**src/rtl/gpio_apb_arbiter.sv**
```systemverilog
// gpio_apb_arbiter
// ----------------
// Two-requester APB master front end for the GPIO controller's APB slave.
// Picks one pending request round-robin, runs the APB SETUP/ACCESS sequence
// and returns the read data or error to the requester that was granted.
// With RD_LAG=1 the slave's PRDATA/PSLVERR are registered, so they are sampled
// one cycle after the PREADY=1 access edge, in CAPTURE. A transfer that holds
// PREADY low for TIMEOUT consecutive ACCESS cycles is aborted with err=1.
//
// Requester handshake (applies to r0_* and r1_*): rN_valid is held with
// stable write/addr/wdata until rN_ready is seen high on a rising edge. The
// request is accepted on that edge. The requester may drop rN_valid before
// that edge instead, and then no transfer happens. rN_ready is combinational.
// It is only ever high in IDLE, only for the granted requester, and never
// during PRESET. The result comes back later as a one-cycle rN_done pulse
// with rN_rdata/rN_err.
//
// Parameters:
//   RD_LAG    0: sample PRDATA/PSLVERR on the access edge; 1: one cycle later
//   TIMEOUT   PREADY=0 ACCESS cycles tolerated before abort (>= 1)
// Ports:
//   PCLK, PRESET               clock, synchronous active-high reset
//   rN_valid/write/addr/wdata  request from requester N (N = 0, 1)
//   rN_ready                   request accepted this cycle
//   rN_done/rdata/err          completion pulse, read data, error flag
//   PSEL, PENABLE, PWRITE      APB control
//   PADDR, PWDATA              APB address {24'h0, addr} and write data
//   PRDATA, PREADY, PSLVERR    APB slave response
//   o_dbg_state                FSM state: IDLE=0 SETUP=1 ACCESS=2 CAPTURE=3 DONE=4
module gpio_apb_arbiter #(
  parameter int RD_LAG  = 1,
  parameter int TIMEOUT = 16
) (
  input  logic        PCLK,
  input  logic        PRESET,
  input  logic        r0_valid,
  input  logic        r0_write,
  input  logic [7:0]  r0_addr,
  input  logic [31:0] r0_wdata,
  output logic        r0_ready,
  output logic        r0_done,
  output logic [31:0] r0_rdata,
  output logic        r0_err,
  input  logic        r1_valid,
  input  logic        r1_write,
  input  logic [7:0]  r1_addr,
  input  logic [31:0] r1_wdata,
  output logic        r1_ready,
  output logic        r1_done,
  output logic [31:0] r1_rdata,
  output logic        r1_err,
  output logic        PSEL,
  output logic        PENABLE,
  output logic        PWRITE,
  output logic [31:0] PADDR,
  output logic [31:0] PWDATA,
  input  logic [31:0] PRDATA,
  input  logic        PREADY,
  input  logic        PSLVERR,
  output logic [2:0]  o_dbg_state
);

  // The wait counter only has to reach TIMEOUT-1 before the abort fires.
  localparam int CW = (TIMEOUT < 2) ? 1 : $clog2(TIMEOUT);

  typedef enum logic [2:0] {
    S_IDLE    = 3'd0,
    S_SETUP   = 3'd1,
    S_ACCESS  = 3'd2,
    S_CAPTURE = 3'd3,
    S_DONE    = 3'd4
  } state_t;

  state_t        r_state;
  state_t        w_next;
  logic          r_last_grant;
  logic          r_gnt_id;
  logic [CW-1:0] r_wait_cnt;
  logic          r_write;
  logic [7:0]    r_addr;
  logic [31:0]   r_wdata;
  logic [31:0]   r_rdata0;
  logic [31:0]   r_rdata1;
  logic          r_err0;
  logic          r_err1;

  logic          w_gnt_id;
  logic          w_accept;
  logic          w_sample;
  logic          w_abort;
  logic [31:0]   w_res_rdata;
  logic          w_res_err;

  always_comb begin
    w_next   = r_state;
    w_gnt_id = 1'b0;
    w_accept = 1'b0;
    w_sample = 1'b0;
    w_abort  = 1'b0;
    case (r_state)
      S_IDLE: begin
        // Both pending: favour whoever was not served last.
        if (r0_valid && r1_valid) begin
          w_gnt_id = ~r_last_grant;
        end else begin
          w_gnt_id = r1_valid;
        end
        w_accept = (r0_valid || r1_valid) && !PRESET;
        if (w_accept) begin
          w_next = S_SETUP;
        end
      end
      S_SETUP: begin
        w_next = S_ACCESS;
      end
      S_ACCESS: begin
        if (PREADY) begin
          if (RD_LAG != 0) begin
            w_next = S_CAPTURE;
          end else begin
            w_sample = 1'b1;
            w_next   = S_DONE;
          end
        end else if (r_wait_cnt == CW'(TIMEOUT - 1)) begin
          // This is the TIMEOUT-th cycle with PREADY low.
          w_abort = 1'b1;
          w_next  = S_DONE;
        end
      end
      S_CAPTURE: begin
        w_sample = 1'b1;
        w_next   = S_DONE;
      end
      S_DONE: begin
        w_next = S_IDLE;
      end
      default: begin
        w_next = S_IDLE;
      end
    endcase
  end

  // A write returns zero read data. An abort ignores the bus entirely.
  always_comb begin
    w_res_rdata = 32'h0;
    w_res_err   = 1'b0;
    if (w_abort) begin
      w_res_err = 1'b1;
    end else if (w_sample) begin
      w_res_rdata = r_write ? 32'h0 : PRDATA;
      w_res_err   = PSLVERR;
    end
  end

  always_ff @(posedge PCLK) begin
    if (PRESET) begin
      r_state      <= S_IDLE;
      r_last_grant <= 1'b1;
      r_gnt_id     <= 1'b0;
      r_wait_cnt   <= '0;
      r_write      <= 1'b0;
      r_addr       <= 8'h0;
      r_wdata      <= 32'h0;
      r_rdata0     <= 32'h0;
      r_rdata1     <= 32'h0;
      r_err0       <= 1'b0;
      r_err1       <= 1'b0;
    end else begin
      r_state <= w_next;
      if (w_accept) begin
        r_gnt_id <= w_gnt_id;
        r_write  <= w_gnt_id ? r1_write : r0_write;
        r_addr   <= w_gnt_id ? r1_addr  : r0_addr;
        r_wdata  <= w_gnt_id ? r1_wdata : r0_wdata;
      end
      if (r_state == S_SETUP) begin
        r_wait_cnt <= '0;
      end else if (r_state == S_ACCESS && !PREADY) begin
        r_wait_cnt <= r_wait_cnt + CW'(1);
      end
      // Only the owner's result registers change; the other requester keeps its outputs.
      if (w_sample || w_abort) begin
        if (r_gnt_id) begin
          r_rdata1 <= w_res_rdata;
          r_err1   <= w_res_err;
        end else begin
          r_rdata0 <= w_res_rdata;
          r_err0   <= w_res_err;
        end
      end
      if (r_state == S_DONE) begin
        r_last_grant <= r_gnt_id;
      end
    end
  end

  assign r0_ready    = w_accept && !w_gnt_id;
  assign r1_ready    = w_accept &&  w_gnt_id;
  assign r0_done     = (r_state == S_DONE) && !r_gnt_id;
  assign r1_done     = (r_state == S_DONE) &&  r_gnt_id;
  assign r0_rdata    = r_rdata0;
  assign r1_rdata    = r_rdata1;
  assign r0_err      = r_err0;
  assign r1_err      = r_err1;
  assign PSEL        = (r_state == S_SETUP) || (r_state == S_ACCESS);
  assign PENABLE     = (r_state == S_ACCESS);
  assign PWRITE      = r_write;
  assign PADDR       = {24'h0, r_addr};
  assign PWDATA      = r_wdata;
  assign o_dbg_state = r_state;

endmodule

```
**config.mk**
```make
export PLATFORM = sky130hd
export DESIGN_NAME = gpio_apb_arbiter
export DESIGN_NICKNAME = d
export VERILOG_FILES = /design/src/rtl/gpio_apb_arbiter.sv
export SDC_FILE = /design/constraint.sdc
export NUM_CORES = 1
export LEC_CHECK = 0
export CAP_MARGIN = 25
export CORE_AREA = 2 2 114 116
export DETAILED_ROUTE_END_ITERATION = 6
export DIE_AREA = 0 0 116 118
export MAX_ROUTING_LAYER = met4
export PLACE_DENSITY = 0.78
export SKIP_LAST_GASP = 1
export SYNTH_ARGS = -nofsm -noshare
export SYNTH_HDL_FRONTEND = slang
export SYNTH_SLANG_ARGS = --single-unit
```
**constraint.sdc**
```tcl
create_clock -name PCLK -period 1.8 [get_ports PCLK]
set_clock_uncertainty 0.1 [all_clocks]
set_input_delay 0.36 -clock PCLK [delete_from_list [all_inputs] [get_ports PCLK]]
set_output_delay 0.36 -clock PCLK [all_outputs]
set_load 0.1 [all_outputs]
```
; ---- Yosys cells after proc, flatten, opt, wreduce, memory -nomap -nowiden
; Cells that the tools add are included.
[word_totals]
regBits = 116
word_cells = 59
input_bits = 120
output_inout_bits = 140
[op_classes]
bitwise = 2
reduce_logical = 19
muxes = 19
n_eq_ne = 7
add_sub_neg = 1
[ops]
columns = operator, n
row1 = 32-bit two-way mux, 4
row2 = 3-bit one-hot mux with 4 select lines, 1
row3 = 1-bit two-way mux, 10
row4 = 3-bit two-way mux, 3
row5 = 8-bit two-way mux, 1
row6 = 1-bit logical AND, 7
row7 = "3-bit by 2-bit == test with 1-bit output, second input constant", 2
row8 = 2-bit AND reduction, 3
row9 = "4-bit by 1-bit adder with 4-bit output, second input constant", 1
row10 = "4-bit == test, second input constant", 1
row11 = 1-bit zero test, 4
row12 = "3-bit by 1-bit == test with 1-bit output, second input constant", 1
row13 = "3-bit == test, second input constant", 1
row14 = 3-bit zero test, 1
row15 = 1-bit logical OR, 3
row16 = "3-bit by 1-bit inequality test with 1-bit output, second input constant", 1
row17 = "2-bit inequality test, second input constant", 1
row18 = 1-bit inverter, 2
row19 = 2-bit OR reduction, 1

; ---- Longest topological paths before layout
[depth]
ltp_word = 6
ltp_mapped = 7
mapped_depth_nobuf = 4

; ---- Least setup slack after synthesis
; Ideal clock, no wire load.
[synth_timing]
kind = reg2out
start = register r_state[1], in the netlist o_dbg_state[1]
end = output PENABLE
t_required_ns = 1.340
setup_slack_ns = -2.000
path_stages_with_launch = 4
n_path_buf = 1
arrival_time_ns = 3.340
cell_sequence = dfxtp_1 buf_2 inv_1 nor3_1
[synth_via]
elab_chain_len = 1
[synth_rtl]
columns = element, line
row1 = start: declaration, 74  ; state_t r_state;
row2 = start signal: assignment, 169  ; r_state <= w_next;
row3 = 3-bit by 2-bit == test with 1-bit output, 206  ; assign PENABLE = (r_state == S_ACCESS);
row4 = end: declaration, 53  ; output logic PENABLE,
; No other way between the ends.

; ---- Worst setup path after layout
[layout_timing]
start = register r_state[2], in the netlist o_dbg_state[2]
end = output r0_ready
[layout_via]
elab_chain_len = 4
elab_cells_between_ends = 5
cone_classes = mux: 2 / reduce/logical: 3
[layout_rtl]
columns = element, line
row1 = 3-bit zero test *, 100  ; case (r_state)
row2 = 1-bit two-way mux, 100
row3 = 1-bit zero test, 197  ; assign r0_ready = w_accept && !w_gnt_id;
row4 = 1-bit logical AND *, 197
row5 = end: declaration, 40  ; output logic r0_ready,
; Every way passes the cells marked *; elsewhere a longest branch is shown, timed or not.

==> impl_results.md <==
* Asr flop ratio synth at 0%
* Post-CTS Hold Fix Bufs at 0
* GRT Util Overall at 25.4%
* Comb pwr share at 32.1%
* Ratio of cells with drive above 1 in the final layout at around a third
* Fin area at 9350 µm²
* Placed inst area at around 8500 µm²
* Sequential-to-total area share from yosys stat at 50.4%
* CTS root buffer: clkbuf_16
* EDFF count, synth at 0
* CP max FO at 4
* Worst-Skew Late Latency at 0.41 ns
* Mux share of post-synthesis cell area at 8.91%
* Fin crit share at 112%
* R2R Path Start: o_dbg_state[2]
* Placer congestion estimate at 0.796
* RSZ-0062 raised after global routing: yes
* Leakage at 3.66 nW
* Final HPWL DP at roughly 12000 µm
* Max Fclk at ~0.50 GHz
* Die area at 13700 µm²
* Reg2reg setup slack at -0.18 ns
* Longest Clk Path Bufs at 2
* Avg WL per Cell at 20.4 µm
* Seq. cell area at 2330 µm²
* Switching Share at 35.0%
* Netlist cell types at 39
* Vias/cell at 5.30
* Worst hold path class: in2reg
* Final Critical Period at 2.01 ns
* Synth Instances at roughly 430
* Post-route ant nets at 0
* Area of the multi-input gates at between 2000 and 2500 µm²
* Arrival time at the worst endpoint at 1.55 ns
* Failing checks: setup timing
* Post-Place Setup Slack at -0.262 ns
* Placed cells at 825
* CP Launch Type: flip-flop
* Non-Filler Instances at a little under 900
* Setup Viol. Count Final at 71
* Crit. End Element: output pin
* Int Pwr at 5.77 mW
* CTS H-tree lvls at 4
* Die Ht at 118 µm
* Status: finished with violations
* Setup ws final at -0.212 ns
* # port buffers at 235
* Sequential Power Share at ~32%
* Clk pin slew, worst setup/hold paths at 0.05 ns
* Total power at 8.88 mW
* DRT Pass-1 Iters at 4
* Initial Utilization at between 30% and 40%
* Die X at 116 µm
* Post-layout util at 75.3%
* Post-synth top flop: dfxtp_1
* Yosys reg bits at 116
* Synth Area in Simple Gates at 5.32%
* # Max-Cap Violations at 0
* Syn Area/Cell at 10.8 µm²
* Gr ovfl total at 0
* Iteration-0 DRC Markers at 302
* Most frequent cells in the layout: buf_12 (123), clkdlybuf4s50_1 (116), dfxtp_1 (112)
* Synth Area in Adders at 0.272%
* Required time worst endpoint at approximately 1.3 ns
* XOR/XNOR share of the synthesized area at 0.190%
* Fin. max-slew vios at 0
* Clock sink count at 116
* Clock power frac at 35.6%
* Worst R2R Path Depth at 9
* Largest net degree at the start of global routing at 43
* Commonest non-fill, non-tap cell in the layout: buf_12
* CP startpoint: o_dbg_state[2]
* FILL cells at 784
* PwrDens at 950 nW/µm²
* Worst R2R End: r0_rdata[26]
* Total core area at 12400 µm²
* Vias in the first global route at a little under 5000
* Synth warnings at 0
* Detailed Route WL at 18000 µm
* Peak supply drop at 0.000630 V
* Rows at 41
* First-pass GRT wire length at 25900 µm
* Area growth syn-to-layout at 103%
* Via count at 4666
* Crit path to: r0_ready
* Switching pwr at 3.11 mW
* Crit Path Class: reg2out
* Main combinational cell family by area after synthesis: compound AO/OA/AOI/OAI gates
* Initial antenna violation count at 2
* Ports at 260
* Post-layout nets at 815
* Num CTS Buffers at 17
* DR DRC count at 0
* Synthesized cell area at 4610 µm²
* Synth Area in Compound Gates at between 20% and 30%
* CTS tree: done
* Final hold vios at 0
## final cells by class
cell class                      instances  share of cell area [%]
Inverter                                2                  0.0803
Clock buffer                           22                    5.07
Tap cell                              172                    2.30
Antenna cell                            2                  0.0535
Clock inverter                          9                   0.857
Sequential cell                       116                    25.0
Timing Repair Buffer                  289                    43.7
Multi-Input combinational cell        268                    22.9
## power groups by stage
stage	registers [mW]	logic, mW	clock network [mW]
after floorplan	3.76	0.806	0
after global placement	2.92	2.68	0
after detailed placement	2.93	2.71	0
after CTS	2.87	2.79	3.19
after global routing	2.88	2.94	3.31
final	2.87	2.85	3.17
## repair_timing
action,in CTS,in global routing
pin swaps,4,11
cloned,0,4
endpoints found under the setup margin,6,25
setup buffers,10,8
gates resized for setup,11,18
## routing by layer
layer	up-vias	part of all wire, %	GRT usage [%]
li1	2111	-	-
met1	2229	39	29.4
met2	280	49	40.0
met3	46	8.1	7.83
met4	0	3.2	11.9
met5	-	0	-
## synthesized netlist by cell type, types with 4 or more instances
cell type	instances	area (µm²)
buf_4	24	180
nor2_1	6	22.5
dfxtp_1	116	2320
mux2i_1	41	410
clkbuf_1	12	45.0
a21oi_1	45	225
a211oi_1	46	345
a22o_1	64	561
nor3_1	4	20.0
buf_2	26	130
## worst min-delay path by stage
stage                  start        endpoint  slack [ns]  depth (start not counted)
2_1_floorplan   r_last_grant    r_last_grant        0.33                          1
3_3_place_gp   r_wait_cnt[1]   r_wait_cnt[1]        0.36                          2
3_5_place_dp   r_wait_cnt[1]   r_wait_cnt[1]        0.40                          2
4_1_cts               PRESET  o_dbg_state[2]        0.28                          3
5_1_grt               PRESET  o_dbg_state[2]        0.31                          3
6_report              PRESET  o_dbg_state[2]        0.31                          3
## sequential cells by signal, summed over array words and instances, names as in the netlist
register,flops
PWDATA,32
PWRITE,1
o_dbg_state,3
r0_err,1
r0_rdata,32
r1_err,1
r1_rdata,32
r_addr,8
r_gnt_id,1
r_last_grant,1
r_wait_cnt,4
## stage by stage
stage | setup TNS, ns | hold WS (ns)
2_1_floorplan | -0.762 | 0.331
3_3_place_gp | -18.54 | 0.361
3_5_place_dp | -21.57 | 0.404
4_1_cts | -0.845 | 0.283
5_1_grt | -11.95 | 0.310
6_report | -9.24 | 0.314
## cell families after synthesis
logic type               count (synthesis)
AND/OR/NAND/NOR                         35
multiplexers                            41
buffers and inverters                   67
AO/OA/AOI/OAI                          166
XOR/XNOR                                 1
flip-flops                             116
adder cells (fa/ha/maj)                  1
other                                    1
## worst max-delay path: stages, from the launching register on
cell	delay (ns)
dfxtp_4	0.35
nor3_4	0.25
and2_4	0.19
nor2b_4	0.16
buf_12	0.18
Power figures use the tool's default switching activity.
==> patch 1, RTL diff (same settings) <==
The parameter `RD_LAG` goes from 1 to 0. Comments in the files are not updated.
--- a/src/rtl/gpio_apb_arbiter.sv
+++ b/src/rtl/gpio_apb_arbiter.sv
@@ -28,7 +28,7 @@
 //   PRDATA, PREADY, PSLVERR    APB slave response
 //   o_dbg_state                FSM state: IDLE=0 SETUP=1 ACCESS=2 CAPTURE=3 DONE=4
 module gpio_apb_arbiter #(
-  parameter int RD_LAG  = 1,
+  parameter int RD_LAG  = 0,
   parameter int TIMEOUT = 16
 ) (
   input  logic        PCLK,
Function: changed (a bounded check fails within 4 cycles, from zero or initial values and one cycle with PRESET high).
==> patch 1 against the original RTL <==
The flow still finishes with violations (setup timing). Total power increased by 7.2%. First-iteration DRC count decreased by 15%. Area after synthesis increased by 3.6%. Design area is 1.0% higher. Sequential cell count did not move. Count of clock-buffer cells in the layout decreased by 1. Wire length is 11% lower. Setup slack got worse by 0.076 ns. Critical path type unchanged. Critical endpoint unchanged. Largest cell class unchanged. Highest routed layer unchanged.
==> patch 1: results (changes against the original RTL) <==
metric	value	unit	change
setup_violations	7		-90%
worstHoldStart	r_wait_cnt[1]		
critPathArrivalTime	1.63	ns	+0.08 ns
violations	setup timing		
crit_fanout	3		-1
synth_compound_area_frac	0.252		-0.0137
grt_pass1_wl	24.9	mm	-3.8%
synth.area.top_cells	dfxtp_1 (49%), a22o_1 (12%), mux2i_1 (8.6%), a211oi_1 (6.6%), a21oi_1 (5.1%)		
post-place-ws	-0.285	ns	-0.0224 ns
synth_fa_ha_area_frac	0.00262		-0.0000947
rr_worst_depth	5		-4
ys_seq_area_frac	0.487		-0.0176
holdPathStages	2		-1
antenna_found_initial	0		-2
status	finished with violations		
grt_max_degree	83		+93%
nets	829		+1.7%
hp-class	reg2reg		
r2r_slack	-0.04	ns	+0.14 ns
setup_ws	-0.288	ns	-0.0758 ns
reg2reg_to	r_wait_cnt[3]		
synthTopCellsByCount	dfxtp_1 (116), a22o_1 (64), a21oi_1 (49)		
whs_endpoint	r_wait_cnt[1]		
first_global_vias	4732		-1.8%
peakVddDrop	724	uV	+15%
viasPerCell	5.11		-3.7%
antenna_cells	0		-2
synth.area.mux_share	0.0860		-0.00311
yosysUniqueCellTypes	36		-7.7%
leakage	3.67	nW	+0.37%
place_congestion	0.835		+4.9%
grt_util_all_layers	0.240		-0.0141
wl	16.1	mm	-11%
nFillCells	806		+2.8%
drive_above_1_share	0.300		-0.0262
==> patch 1: where the power goes <==
group,switching (mW),leakage [nW],total (mW),internal (mW)
sequential,0.168,0.946,2.88,2.71
combinational,1.83,2.41,2.94,1.12
clock,1.19,0.320,3.70,2.51
total,3.18,3.67,9.52,6.34
==> patch 1: cell families after synthesis <==
group,count (synthesis)
multiplexers,41
adder cells (fa/ha/maj),1
AND/OR/NAND/NOR,61
flip-flops,116
other,1
buffers and inverters,68
XOR/XNOR,2
AO/OA/AOI/OAI,165
==> patch 1: worst max path at each step <==
stage                end  depth (start not counted)
3_5_place_dp   r_addr[7]                          7
3_3_place_gp   r_addr[7]                          7
5_1_grt         r0_ready                          4
4_1_cts         r0_ready                          4
6_report        r0_ready                          4
2_1_floorplan   r0_ready                          5
==> patch 1: area by class of cell <==
| class | instances | share of cell area |
|---|---|---|
| repair buffers | 278 | 0.421 |
| flip-flops and latches | 116 | 0.247 |
| multi-input cells | 294 | 0.238 |
| clock buffers | 21 | 0.0521 |
| well taps | 172 | 0.0228 |
| clock inverters | 11 | 0.0182 |
| inverters | 1 | 0.000398 |
==> patch 1: layer usage <==
layer,up-vias,wire length (microns),global-route usage
met3,18,1280,0.0726
met1,2163,6170,0.270
met4,0,257,0.0871
met2,220,8370,0.400
met5,-,0,-
li1,2161,-,-
==> patch 1: worst reg2reg max path: stages, from the launching register on <==
cell     delay, ns
dfxtp_4       0.35
buf_4         0.13
buf_6         0.13
or4b_4        0.55
or3_1         0.35
a21oi_1       0.16
==> patch 1: repair_timing <==
item                                    4_1_cts  5_1_grt
setup buffers                                 1        7
gates resized for setup                       7        7
cloned                                        0        1
pin swaps                                     3        6
endpoints found under the setup margin        8       37
==> patch 1: per-stage QoR <==
step / cell area (sq um) / utilization / hold WS [ns] / setup TNS [ns] / instances
floorplan: 4920 / - / 0.331 / -3.66 / 478
global placement: 8640 / 0.696 / 0.361 / -19.12 / 852
CTS: 9340 / 0.752 / 0.372 / -1.05 / 885
finish: 9440 / 0.760 / 0.375 / -1.01 / 893
detailed placement: 8640 / 0.696 / 0.366 / -24.64 / 852
global route: 9440 / 0.760 / 0.394 / -1.44 / 893
==> patch 2, RTL diff (same flow settings) <==
Made on the original files. Put one more register stage on the output `r0_err`. The value now appears one clock later. The other outputs are not delayed to match.
--- a/src/rtl/gpio_apb_arbiter.sv
+++ b/src/rtl/gpio_apb_arbiter.sv
@@ -200,7 +200,9 @@
   assign r1_done     = (r_state == S_DONE) &&  r_gnt_id;
   assign r0_rdata    = r_rdata0;
   assign r1_rdata    = r_rdata1;
-  assign r0_err      = r_err0;
+  always_ff @(posedge PCLK) begin
+    r0_err <= r_err0;
+  end
   assign r1_err      = r_err1;
   assign PSEL        = (r_state == S_SETUP) || (r_state == S_ACCESS);
   assign PENABLE     = (r_state == S_ACCESS);
Formal check against the unedited RTL: not equivalent (Yosys sat finds a counterexample within 10 cycles, from zero or initial values and one cycle with PRESET high).
==> patch 2 against the original RTL <==
Setup slack worse by 0.013 ns. Largest power group unchanged. The flow still finishes with violations (setup timing). Wire length down 10%. Count of clock-buffer cells in the layout up 1. Design area down 1.8%. Largest cell class unchanged. Area after synthesis up 0.43%. Cell count down 2.3%. Sequential cell count up 1. Total power up 0.91%. Register-to-register slack better by 0.17 ns.
==> patch 2: results (changes against the original RTL) <==
metric	value	unit	change
ys_seq_area_frac	0.506		+0.00215
status	finished with violations		
synthTopCellsByCount	dfxtp_1 (117), a22o_1 (64), a211oi_1 (46)		
whs_endpoint	r0_err		
drive_above_1_share	0.304		-0.0220
hp-class	reg2reg		
synth.area.top_cells	dfxtp_1 (51%), a22o_1 (12%), mux2i_1 (8.9%), a211oi_1 (7.5%), a21oi_1 (4.9%)		
antenna_cells	0		-2
crit_fanout	2		-2
nets	797		-2.2%
r2r_start	o_dbg_state[0]		
reg2reg_to	o_dbg_state[2]		
setup_violations	8		-89%
r2r_slack	-0.01	ns	+0.17 ns
slowest_stage	clkdlybuf4s50_1		
holdPathStages	0		-3
nFillCells	759		-3.2%
peakVddDrop	670	uV	+6.4%
place_congestion	0.887		+11%
totalNegativeSetupSlack	-0.667	ns	+8.57 ns
antenna_found_initial	0		-2
violations	setup timing		
drt_iter0_drc	270		-11%
worstHoldStart	r_err0		
post-dp-hpwl	11.9	mm	-3.3%
rr_worst_depth	5		-4
setup_ws	-0.225	ns	-0.0130 ns
place_area	0.00848	sq mm	+0.18%
patch 2: final cells by class:
type                    count  area [sq um]  area share
repair buffers            270          3890       0.424
flip-flops and latches    117          2350       0.256
multi-input cells         268          2130       0.232
clock buffers              23           479      0.0522
well taps                 172           215      0.0234
clock inverters             8          98.8      0.0108
inverters                   2          7.51    0.000818
patch 2: routing by layer:
metal,vias to the layer above,share of wire,routed length [microns],track usage
met4,0,0.021,333,0.0856
li1,2068,-,-,-
met1,2133,0.40,6460,0.281
met2,231,0.49,7920,0.391
met3,29,0.086,1380,0.0721
met5,-,0,0,-
patch 2: cell families (layout without fill, tap and decap cells):
group | count (synthesis) | count (layout) | share of synthesized area
buffers and inverters | 67 | 303 | 0.0825
DFF | 117 | 117 | 0.506
adders and majority gates | 1 | 1 | 0.00270
xor gates and xnor gates | 1 | 1 | 0.00189
muxes | 41 | 41 | 0.0887
AOI/OAI and AO/OA | 166 | 166 | 0.264
and+or+nand+nor | 35 | 35 | 0.0530
other | 1 | 24 | 0.000810
patch 2: repair_timing:
action,in CTS,in global routing
endpoints found under the setup margin,6,43
hold buffers,0,0
pin swaps,3,4
buffers inserted,6,1
gates resized for setup,8,9
patch 2: how the worst max path moves through the flow:
stage | startpoint | slack (ns) | to | cells past startpoint
6_report | r0_valid | -0.22 | r1_ready | 5
5_1_grt | r0_valid | -0.27 | r1_ready | 5
4_1_cts | r0_valid | -0.23 | r1_ready | 5
3_5_place_dp | r0_valid | -0.25 | PWDATA[27] | 7
3_3_place_gp | r0_valid | -0.21 | r_addr[0] | 7
2_1_floorplan | o_dbg_state[0] | -0.35 | r0_ready | 5
patch 2: stage by stage:
| step | util | worst slack, ns | std cells |
|---|---|---|---|
| 2_1_floorplan | - | -0.353 | 452 |
| 3_3_place_gp | 0.683 | -0.212 | 822 |
| 3_5_place_dp | 0.683 | -0.248 | 822 |
| 4_1_cts | 0.737 | -0.228 | 859 |
| 5_1_grt | 0.740 | -0.274 | 860 |
| 6_report | 0.740 | -0.225 | 860 |
patch 2: power groups by stage:
stage | clock network (mW) | registers (mW) | logic [mW]
finish | 3.30 | 2.89 | 2.78
global route | 3.47 | 2.90 | 2.87
CTS | 3.36 | 2.89 | 2.77
detailed placement | 0 | 2.96 | 2.70
global placement | 0 | 2.95 | 2.67
floorplan | 0 | 3.78 | 0.806
patch 2: worst reg2reg max path: cells and delay by family, from the launching register on:
family / cells / cell delay, ns
AO/OA/AOI/OAI: 1 / 0.22
buffers and inverters: 2 / 0.28
AND/OR/NAND/NOR: 2 / 0.77
flip-flops: 1 / 0.36
